==> src/rtl/truth_table_sweeper.sv <==
// truth_table_sweeper
//   Exhaustive stimulus/checker for an N_IN-input, 1-output combinational block.
//   On start it walks vec_out through 0 .. 2^N_IN-1. Each vector is held for SETTLE
//   cycles in WAIT. In the following CHECK cycle dut_f is judged against
//   EXP_TABLE[vec_out]. The block keeps a mismatch count and the first failing vector,
//   and raises done/pass when the sweep ends.
//
// Ports
//   clk            rising-edge clock
//   rst            synchronous active-high reset, priority over start
//   start          begin a sweep; only honoured in IDLE or DONE
//   vec_out        vector driven to the DUT (MSB = first DUT input)
//   dut_f          DUT output
//   busy           sweep in progress (WAIT or CHECK)
//   done           sweep finished; held until start or rst
//   pass           done with zero mismatches
//   log_valid      this cycle judges vec_out/dut_f (combinational)
//   mismatch       log_valid and dut_f differs from golden (combinational)
//   err_count      number of mismatching vectors this sweep
//   first_err_vec  first mismatching vector, valid with first_err_vld
//   first_err_vld  at least one mismatch this sweep
module truth_table_sweeper #(
  parameter int                   N_IN      = 3,
  parameter logic [(1<<N_IN)-1:0] EXP_TABLE = 8'b10010110,
  parameter int                   SETTLE    = 1
) (
  input  logic            clk,
  input  logic            rst,
  input  logic            start,
  output logic [N_IN-1:0] vec_out,
  input  logic            dut_f,
  output logic            busy,
  output logic            done,
  output logic            pass,
  output logic            log_valid,
  output logic            mismatch,
  output logic [N_IN:0]   err_count,
  output logic [N_IN-1:0] first_err_vec,
  output logic            first_err_vld
);

  // Wait counter only needs to reach SETTLE-1; keep at least one bit.
  localparam int WAIT_W = (SETTLE > 1) ? $clog2(SETTLE) : 1;

  localparam logic [WAIT_W-1:0] WAIT_LAST = WAIT_W'(SETTLE - 1);
  localparam logic [WAIT_W-1:0] WAIT_ONE  = 1;
  localparam logic [N_IN-1:0]   VEC_ONE   = 1;
  localparam logic [N_IN-1:0]   VEC_LAST  = '1;
  localparam logic [N_IN:0]     ERR_ONE   = 1;

  localparam logic [1:0] S_IDLE  = 2'd0;
  localparam logic [1:0] S_WAIT  = 2'd1;
  localparam logic [1:0] S_CHECK = 2'd2;
  localparam logic [1:0] S_DONE  = 2'd3;

  logic [1:0]        state_q, state_d;
  logic [N_IN-1:0]   vec_q, vec_d;
  logic [WAIT_W-1:0] wait_q, wait_d;
  logic [N_IN:0]     err_q, err_d;
  logic [N_IN-1:0]   fvec_q, fvec_d;
  logic              fvld_q, fvld_d;
  logic              busy_q, busy_d;
  logic              done_q, done_d;
  logic              pass_q, pass_d;

  // Judgement is combinational against the sample currently on the wires.
  assign log_valid = (state_q == S_CHECK);
  assign mismatch  = log_valid && (dut_f != EXP_TABLE[vec_q]);

  always_comb begin
    state_d = state_q;
    vec_d   = vec_q;
    wait_d  = wait_q;
    err_d   = err_q;
    fvec_d  = fvec_q;
    fvld_d  = fvld_q;

    case (state_q)
      S_IDLE, S_DONE: begin
        // DONE keeps its results until a new sweep is requested.
        if (start) begin
          vec_d   = '0;
          wait_d  = '0;
          err_d   = '0;
          fvec_d  = '0;
          fvld_d  = 1'b0;
          state_d = S_WAIT;
        end
      end
      S_WAIT: begin
        wait_d = wait_q + WAIT_ONE;
        if (wait_q == WAIT_LAST) state_d = S_CHECK;
      end
      S_CHECK: begin
        if (mismatch) begin
          // Count cannot overflow: at most 2^N_IN mismatches fit in N_IN+1 bits.
          err_d = err_q + ERR_ONE;
          if (!fvld_q) begin
            fvec_d = vec_q;
            fvld_d = 1'b1;
          end
        end
        if (vec_q == VEC_LAST) begin
          // Last vector stays on vec_out; no wrap back to zero.
          state_d = S_DONE;
        end else begin
          vec_d   = vec_q + VEC_ONE;
          wait_d  = '0;
          state_d = S_WAIT;
        end
      end
      default: state_d = S_IDLE;
    endcase

    // Status flags are registered copies of the next-state decode.
    busy_d = (state_d == S_WAIT) || (state_d == S_CHECK);
    done_d = (state_d == S_DONE);
    pass_d = done_d && (err_d == '0);
  end

  always_ff @(posedge clk) begin
    if (rst) begin
      state_q <= S_IDLE;
      vec_q   <= '0;
      wait_q  <= '0;
      err_q   <= '0;
      fvec_q  <= '0;
      fvld_q  <= 1'b0;
      busy_q  <= 1'b0;
      done_q  <= 1'b0;
      pass_q  <= 1'b0;
    end else begin
      state_q <= state_d;
      vec_q   <= vec_d;
      wait_q  <= wait_d;
      err_q   <= err_d;
      fvec_q  <= fvec_d;
      fvld_q  <= fvld_d;
      busy_q  <= busy_d;
      done_q  <= done_d;
      pass_q  <= pass_d;
    end
  end

  assign vec_out       = vec_q;
  assign busy          = busy_q;
  assign done          = done_q;
  assign pass          = pass_q;
  assign err_count     = err_q;
  assign first_err_vec = fvec_q;
  assign first_err_vld = fvld_q;

endmodule

==> config.mk <==
export PLATFORM = sky130hd
export DESIGN_NAME = truth_table_sweeper
export DESIGN_NICKNAME = d
export VERILOG_FILES = /design/src/rtl/truth_table_sweeper.sv
export SDC_FILE = /design/constraint.sdc
export NUM_CORES = 1
export LEC_CHECK = 0
export BUFFER_PORTS_ARGS = -buffer_cell sky130_fd_sc_hd__buf_2
export CORE_MARGIN = 3
export CORE_UTILIZATION = 50
export DETAILED_ROUTE_END_ITERATION = 8
export GPL_ROUTABILITY_DRIVEN = 0
export MAX_ROUTING_LAYER = met4
export PLACE_DENSITY = 0.74
export SLEW_MARGIN = 20
export SYNTH_ARGS = -nofsm -noshare
export SYNTH_HDL_FRONTEND = slang
export SYNTH_SLANG_ARGS = --single-unit
==> constraint.sdc <==
create_clock -name clk -period 4.95 [get_ports clk]
set_input_delay 0 -clock clk [delete_from_list [all_inputs] [get_ports clk]]
set_output_delay 0 -clock clk [all_outputs]
set_load 0.005 [all_outputs]
==> impl_metrics.toml <==
[status]
status = "finished, final reports clean"

[power]
ir_worst_vdd_v = 0.000277
p_switching_w = 0.000190
internal_power_w = 0.000310
pwr-share-clk = 0.181
swShare = 0.380
power_density_nw_per_um2 = 465
pwr-share-comb = 0.455
p_leak_nw = 0.512
seqPwrFrac = 0.364

[die]
die_x_um = 49.6
core_region_area_um2 = 1760
initial_core_util = 0.538
die_y_um = 49.6
dieArea_um2 = 2460
ios = 20
fp-row-count = 15

[worst_setup_path]
path_common_cell = "ha_1"
critPathMaxStageDelay_ns = 0.51
slowest_stage = "ha_1"
critPathLaunchType = "register"
critPathRequiredTime_ns = 5.19
cp_max_fo = 19
critPathCaptureType = "register"
path_cells = "inv_1, ha_1, nand2_1, a21o_1, a21oi_1, ha_1, nand2b_2, a221oi_2, and4_1"
path_class = "register to register"
crit_arrival_ns = 2.44

[placed_design]
hpwl_um = 1330
portBuffers = 19
place_ws_ns = 2.85

[synth]
syn_nets = 113
synth_top_family_by_area = "simple AND/OR/NAND/NOR gates"
synth_xor_xnor_area_share = 0.0462
synth_mux_area_frac = 0.0712
avgSynthCellArea_um2 = 9.21
synthesis.area_um2 = 948
ys_types = 37
yosysWarnings = 0
yosys.area_share.simple = 0.230
synth_compound_area_frac = 0.146
synth_cells = 103
synthAdderAreaFrac = 0.0792
ys_ff_latch = 18
seq_area_frac_synth = 0.380

[route]
wl_per_cell_um = 12.2
ant_nets = 0
initialDrtViolationCount = 12
drc_errors = 0
drtPass1Iterations = 5
vias_per_cell = 5.21
wl_um = 1790
vias = 766

[timing]
hold_viol_final = 0
slew_headroom = 0.621
setup_viol = 0
fmax_ghz = 0.455
worst_slew_pin_slew_ns = 0.569
worst_slack_ns = 2.75
setup_tns_ns = 0
rsz0062_at_grt = "no"
drv_slew = 0
finClkSkew_ns = 0.000685
min_period_ns = 2.20
min_period_over_period = 0.444

[clock_network]
clock-root-buffer = "clkbuf_4"
postCtsHoldBufs = 0
clock-sinks = 18
clk_pin_slew_ns = 0.10
clk-insertion-delay-late_ns = 0.29
cts_setup_buffers = 0
cts_buffers = 3
clk_path_buf_depth = 2
cts_tree = "done"
htreeDepth = 1
post_cts_resized = 0

[cells_and_area]
antenna_cells = 0
drive_gt1_frac = 0.262
fin_nets = 133
area_growth_pct = 13.6
nFillCells = 177

[global_routing]
top_usage_layer = "met2"
grtUsageMet3 = 0.0302
grt_max_degree = 20
grt.total_usage = 0.165
use_met1 = 0.200
grt_pass1_wl_um = 3130
grt_pass1_vias = 728
grt_use_met2 = 0.262
grt-ovfl-total = 0
antenna_found_initial = 0

[flow_run]
max_cap_violations = 0

[min_path]
hp-class = "primary input to register"
==> worst paths after layout <==
| kind | from | end | slack (ns) | cells past startpoint |
|---|---|---|---|---|
| worst max-delay path | state_q[0] | pass | 2.75 | 9 |
| worst min-delay path | rst | err_count[2] | 0.06 | 2 |
| worst max register to register | state_q[0] | pass | 2.75 | 9 |
| worst min register to register | first_err_vec[1] | first_err_vec[1] | 0.50 | 2 |
==> synth_stat cells <==
library cell,n,share of area
a22oi_1,4,0.032
and2_2,1,0.0079
o21bai_1,1,0.0079
nand3_1,3,0.016
buf_6,1,0.012
clkbuf_1,1,0.0040
and3_1,1,0.0066
o21ai_1,1,0.0053
and2_1,4,0.026
xor2_1,1,0.0092
inv_1,3,0.012
nand2b_2,2,0.018
buf_2,1,0.0053
ha_1,6,0.079
nor3_1,2,0.011
nor2b_1,2,0.013
nand2_1,6,0.024
mux2i_1,3,0.032
a311oi_1,1,0.0092
clkbuf_8,1,0.015
a21o_1,1,0.0079
and4_1,1,0.0092
nor3b_2,1,0.013
mux2_4,1,0.016
a221oi_2,1,0.016
a21oi_1,5,0.026
xnor2_1,4,0.037
or4_1,1,0.0079
nor2_1,14,0.055
o31ai_1,1,0.0079
a22o_1,1,0.0092
a21oi_2,1,0.0092
mux2_2,2,0.024
dfxtp_1,18,0.38
nor3b_1,1,0.0079
o21ai_0,3,0.016
nand2b_1,2,0.013
==> stage by stage <==
stage	cells	total power, W	hold WS, ns	area, um2	utilization
finish	147	0.000501	0.0615	1080	0.611
global route	147	0.000537	0.0698	1080	0.611
CTS	147	0.000502	0.0520	1080	0.611
detailed placement	143	0.000406	0.366	1040	0.590
global placement	143	0.000403	0.364	1040	0.590
floorplan	103	0.000369	0.0716	948	-
==> cells in the final DEF, fill, tap and decap left out, types with 2 or more instances in the layout <==
cell and n:
a21oi_1 5, nor2_1 14, o21ai_0 3, inv_1 3
buf_2 19, mux2_2 2, nand2_1 6, ha_1 6
nor3_1 2, nand2b_1 2, mux2i_1 3, dfxtp_1 18
nand3_1 3, clkbuf_4 3, a22oi_1 4, and2_1 4
nand2b_2 2, xnor2_1 4, nor2b_1 2
==> power by group through the flow <==
stage	Clock, W	Sequential, W	Combinational (W)
after floorplan	0	0.000185	0.000184
after global placement	0	0.000185	0.000217
after detailed placement	0	0.000185	0.000221
after CTS	0.0000933	0.000182	0.000227
after global routing	0.0000989	0.000186	0.000251
final	0.0000908	0.000182	0.000228
==> final cells by class <==
type | count | area [um2] | share of cell area
clock buffer | 4 | 36.3 | 0.0337
sequential | 18 | 360 | 0.334
inverter | 3 | 11.3 | 0.0105
multi-input combinational | 78 | 543 | 0.504
tap | 25 | 31.3 | 0.0290
timing repair buffer | 19 | 95.1 | 0.0883
==> worst max-delay path: cells and delay by family, from the launching register on <==
| family | cells | cell delay (ns) |
|---|---|---|
| buffers and inverters | 1 | 0.07 |
| and+or+nand+nor | 3 | 0.43 |
| adders and majority gates | 2 | 0.71 |
| DFF | 1 | 0.35 |
| AOI/OAI and AO/OA | 3 | 0.57 |
==> sequential cells by signal, summed over array words and instances (netlist names), named ones only <==
name,flops
state_q,2
err_count,4
done,1
wait_q,1
first_err_vec,3
first_err_vld,1
busy,1
pass,1
vec_out,3
==> cells by family (layout without fill, tap and decap cells) <==
kind of cell / after synthesis / after routing
flip-flops: 18 / 18
buffers and inverters: 7 / 26
XOR/XNOR: 5 / 5
multiplexers: 6 / 6
adder cells (fa/ha/maj): 6 / 6
AND/OR/NAND/NOR: 41 / 41
AO/OA/AOI/OAI: 20 / 20
==> metal layers <==
layer	share of wire	vias to the layer above
met3	0.050	4
met1	0.47	345
met4	0.015	0
li1	-	397
met2	0.47	20
met5	0	-
(Power assumes the default switching activity.)
